[src/rtl/mem_port_arbiter.sv]
// mem_port_arbiter: shares one single-port memory between the core's fetch
// port and its load/store port. One transaction is outstanding at a time;
// data has priority over fetch, but a pending fetch is granted after
// MAX_D_STREAK consecutive data grants. Read responses are routed back to
// the port that issued the request.
module mem_port_arbiter #(
  parameter int DATA_WIDTH   = 32,
  parameter int MAX_D_STREAK = 4
) (
  input  logic                  clk,
  input  logic                  reset,
  input  logic                  i_req_valid,
  input  logic [DATA_WIDTH-1:0] i_req_addr,
  output logic                  i_req_ready,
  output logic                  i_rsp_valid,
  output logic [DATA_WIDTH-1:0] i_rsp_data,
  input  logic                  d_req_valid,
  input  logic [DATA_WIDTH-1:0] d_req_addr,
  input  logic [DATA_WIDTH-1:0] d_req_wdata,
  input  logic                  d_req_we,
  output logic                  d_req_ready,
  output logic                  d_rsp_valid,
  output logic [DATA_WIDTH-1:0] d_rsp_data,
  output logic                  m_req_valid,
  output logic [DATA_WIDTH-1:0] m_req_addr,
  output logic [DATA_WIDTH-1:0] m_req_wdata,
  output logic                  m_req_we,
  input  logic                  m_req_ready,
  input  logic                  m_rsp_valid,
  input  logic [DATA_WIDTH-1:0] m_rsp_data
);

  typedef enum logic [1:0] {
    IDLE     = 2'd0,
    ISSUE    = 2'd1,
    WAIT_RSP = 2'd2
  } state_t;

  localparam logic       OWN_FETCH  = 1'b0;
  localparam logic       OWN_DATA   = 1'b1;
  localparam logic [3:0] STREAK_MAX = 4'(MAX_D_STREAK);

  state_t                state;
  state_t                state_next;
  logic                  owner;
  logic [3:0]            streak;
  logic [3:0]            streak_next;
  logic [DATA_WIDTH-1:0] addr_q;
  logic [DATA_WIDTH-1:0] wdata_q;
  logic                  we_q;
  logic                  grant_i;
  logic                  grant_d;

  // Arbitration, next state and streak update; grants only happen in IDLE.
  always_comb begin
    state_next  = state;
    grant_i     = 1'b0;
    grant_d     = 1'b0;
    streak_next = streak;
    case (state)
      IDLE: begin
        if (i_req_valid && d_req_valid) begin
          if (streak == STREAK_MAX) grant_i = 1'b1;
          else                      grant_d = 1'b1;
        end else begin
          grant_i = i_req_valid;
          grant_d = d_req_valid;
        end
        if (grant_i || grant_d) state_next = ISSUE;
        // Streak only counts data grants that overtook a waiting fetch.
        if (grant_i) begin
          streak_next = 4'd0;
        end else if (grant_d) begin
          if (!i_req_valid)               streak_next = 4'd0;
          else if (streak >= STREAK_MAX)  streak_next = STREAK_MAX;
          else                            streak_next = streak + 4'd1;
        end
      end
      ISSUE: begin
        // Stores complete on acceptance; loads and fetches await data.
        if (m_req_ready) state_next = we_q ? IDLE : WAIT_RSP;
      end
      WAIT_RSP: begin
        if (m_rsp_valid) state_next = IDLE;
      end
      default: state_next = IDLE;
    endcase
  end

  assign i_req_ready = grant_i;
  assign d_req_ready = grant_d;
  assign m_req_valid = (state == ISSUE);
  assign m_req_addr  = (state == ISSUE) ? addr_q  : '0;
  assign m_req_wdata = (state == ISSUE) ? wdata_q : '0;
  assign m_req_we    = (state == ISSUE) ? we_q    : 1'b0;

  // State register, streak counter and capture of the granted request.
  always_ff @(posedge clk) begin
    if (reset) begin
      state   <= IDLE;
      streak  <= 4'd0;
      owner   <= OWN_FETCH;
      addr_q  <= '0;
      wdata_q <= '0;
      we_q    <= 1'b0;
    end else begin
      state  <= state_next;
      streak <= streak_next;
      if (grant_i) begin
        owner   <= OWN_FETCH;
        addr_q  <= i_req_addr;
        wdata_q <= '0;
        we_q    <= 1'b0;
      end else if (grant_d) begin
        owner   <= OWN_DATA;
        addr_q  <= d_req_addr;
        wdata_q <= d_req_wdata;
        we_q    <= d_req_we;
      end
    end
  end

  // Response routing: responses outside WAIT_RSP are stale and dropped.
  always_ff @(posedge clk) begin
    if (reset) begin
      i_rsp_valid <= 1'b0;
      d_rsp_valid <= 1'b0;
      i_rsp_data  <= '0;
      d_rsp_data  <= '0;
    end else begin
      i_rsp_valid <= 1'b0;
      d_rsp_valid <= 1'b0;
      if ((state == WAIT_RSP) && m_rsp_valid) begin
        if (owner == OWN_DATA) begin
          d_rsp_valid <= 1'b1;
          d_rsp_data  <= m_rsp_data;
        end else begin
          i_rsp_valid <= 1'b1;
          i_rsp_data  <= m_rsp_data;
        end
      end
    end
  end

endmodule

[config.mk]
export PLATFORM = sky130hd
export DESIGN_NAME = mem_port_arbiter
export DESIGN_NICKNAME = d
export VERILOG_FILES = /design/src/rtl/mem_port_arbiter.sv
export SDC_FILE = /design/constraint.sdc
export NUM_CORES = 1
export LEC_CHECK = 0
export CAP_MARGIN = 20
export CORE_MARGIN = 3
export CORE_UTILIZATION = 43
export DETAILED_ROUTE_END_ITERATION = 7
export PLACE_DENSITY = 0.86
export SLEW_MARGIN = 30
export SYNTH_ARGS = -nofsm -noshare
export SYNTH_HDL_FRONTEND = slang
export SYNTH_SLANG_ARGS = --single-unit
[constraint.sdc]
create_clock -name clk -period 2.2 [get_ports clk]
set_input_delay 0.44 -clock clk [delete_from_list [all_inputs] [get_ports clk]]
set_output_delay 0.44 -clock clk [all_outputs]
set_load 0.02 [all_outputs]
==> out/qor.yml <==
grt_pass1_wl_mm: 31.9
min_period_over_period_pct: 97.2
clkLatencyLatePin_ns: 0.42
ir_drop_mv: 0.766
slew_violations: 0
numPlacedInstances: 1142
holdBufCountCts: 0
syn2layout_area_growth_pct: 53.2
grt_pass1_vias: 6194
crit_start: "state[1]$_SDFFE_PP0P_"
diodes: 0
post_cts_buffers: 0
max_stage_delay_ns: 0.36
synth_ff_type: "dfxtp_1"
hold_viol: 0
core_area_sq_mm: 0.0141
layout_common_cells: "199 x clkdlybuf4s50_1, 136 x dfxtp_1, 129 x nand2_1"
layout.nets: 1119
drv_cap: 0
netlist_instances: 740
die_w_um: 127
p_per_area_mw_per_mm2: 698
die_h_um: 127
place.gp.congestion: 0.815
dieArea_sq_mm: 0.0161
antenna_found_initial: 0
synth_cell_types: 41
cp.required_ns: 1.76
power_leakage_nw: 3.55
rsz0062_at_grt: "true"
clk_path_buf_depth: 2
gr-usage-met3_pct: 9.64
drtPass1Iterations: 4
grt-ovfl-total: 0
setup_viol: 0
start_util_pct: 44.5
setup_ws_ns: 0.0625
skew_ns: 0.0113
avgSynthCellArea_sq_um: 8.47
grtUsageMet1_pct: 29.0
clock-root-buffer: "clkbuf_16"
critPathKind: "flip-flop to primary output"
cts.sinks: 138
critPathLaunchType: "flip-flop"
critical_path.slowest_cell: "dfxtp_4"
grt_use_total_pct: 24.5
reg2reg_from: "streak[0]$_SDFFE_PP0P_"
hp-start: "d_rsp_data[31]$_SDFFE_PP0P_"
route.detailed.drc: 0
yosysSeqAreaShare_pct: 44.1
critical_path.cell_chain: "and2b_4 > buf_16 > and2_1 > clkdlybuf4s15_1"
drive_above_1_share_pct: 18.2
worst-path-max-fanout: 23
synth_area_sq_mm: 0.00627
via_count: 6198
io_pins: 269
met2_usage_pct: 40.2
cts_tree: "built"
viasPerCell: 5.27
worstMarginPinSlew_ns: 0.566
ys_warn_count: 0
synthesis.nets: 877
busiest_layer: "met2"
layout_commonest_cell: "clkdlybuf4s50_1"
cts_buffers: 17
min_path_type: "flip-flop to flip-flop"
cp.arrival_ns: 1.70
async_flop_share_pct: 0
rows: 43
fin_cells: 1175
outcome: "complete, no violations"
place_hpwl_mm: 13.3
drtIter0Drc: 318
ant_nets: 0
route.detailed.wl_per_inst_um: 17.1
synth_edf_count: 0
max_freq_mhz: 468
portBuffers: 268
cts.htree.levels: 4
wl_mm: 20.0
pre_cts_ws_ns: -0.405
maxSlewHeadroom_pct: 62.3
layout_min_cycle_time_ns: 2.14
grt_max_degree: 65
cts.clk_slew.worst_paths_ns: 0.06
synth_seq_cells: 138
endpoint_kind: "primary output"
-- flip-flops by register name, summed over array words and instances, names as in the netlist --
| signal | count |
|---|---|
| i_rsp_data | 32 |
| addr_q | 32 |
| d_rsp_valid | 1 |
| we_q | 1 |
| i_rsp_valid | 1 |
| state | 2 |
| owner | 1 |
| streak | 4 |
| wdata_q | 32 |
| d_rsp_data | 32 |
-- report_power, final --
group	leakage [nW]	switching, mW	internal, mW
Combinational	2.13	0.568	0.552
Sequential	1.13	0.0625	2.63
Clock	0.294	1.16	1.73
-- synth_stat cells (2+ instances only) --
library cell  number  area share [%]
a2111oi_0          5            0.70
a2111oi_2         27             6.5
a211oi_1          33             4.0
a21oi_1          100             8.0
a31oi_1            2            0.20
and2_1            65             6.5
and4b_1            2            0.32
buf_2             17             1.4
buf_4              9             1.1
buf_6             12             2.2
clkbuf_1          35             2.1
dfxtp_1          138              44
ha_1               2            0.40
inv_1             36             2.2
nand2_1          129             7.7
nand3_1           34             2.7
nand4_1            2            0.20
nand4b_1           2            0.28
nor2_1             5            0.30
nor3_1            17             1.4
nor3_2            16             2.6
o21ai_0           11            0.88
o21ai_1           20             1.6
o21ai_2            4            0.56
-- worst paths after layout --
path / to / slack (ns) / cells past startpoint
max: m_req_addr[10] / 0.06 / 4
min: d_rsp_data[31]$_SDFFE_PP0P_ / 0.45 / 2
max reg2reg: addr_q[0]$_SDFFE_PP0P_ / 0.26 / 7
min reg2reg: d_rsp_data[31]$_SDFFE_PP0P_ / 0.45 / 2
-- stage by stage --
stage          hold WS (ns)  cell area, sq um  utilization [%]  power (mW)   TNS, ns
6_report              0.452              9600             68.1        6.70         0
5_1_grt               0.467              9600             68.1        6.97  -0.00531
4_1_cts               0.454              9750             69.1        6.76    -0.326
3_5_place_dp          0.446              9120             64.7        3.87     -4.32
3_3_place_gp          0.440              9120             64.7        3.85     -3.39
2_1_floorplan         0.442              6270                -        3.34         0
-- cell type report --
type	count	area, sq um
fill	1104	4490
clock buffer	18	439
clock inverter	14	159
inverter	36	135
multi-input combinational	492	2970
timing repair buffer	297	2910
sequential	138	2770
tap	180	225
-- timing repair --
action / in CTS / in global routing
cloned: 1 / 0
setup endpoints to repair: 68 / 53
pin swaps: 1 / 0
resized for setup: 150 / 60
-- cells by family (layout without fill, tap and decap cells) --
| kind of cell | Yosys count | count (layout) | share of synthesized area (%) |
|---|---|---|---|
| buf+inv | 110 | 365 | 8.90 |
| compound gates | 204 | 204 | 22.8 |
| simple gates | 286 | 286 | 23.8 |
| flops | 138 | 138 | 44.1 |
| fa+ha+maj | 2 | 2 | 0.399 |
-- critical path: cells and delay by family (launching register included) --
kind	cells	cell delay, ns
simple gates	2	0.45
flops	1	0.36
buf+inv	2	0.47
-- metal layers --
metal	vias up	share of wire (%)
met3	40	8.6
met2	231	48
li1	3029	-
met1	2898	41
met5	-	0
met4	0	2.7
Note: power is estimated with default switching activity, not from simulation.
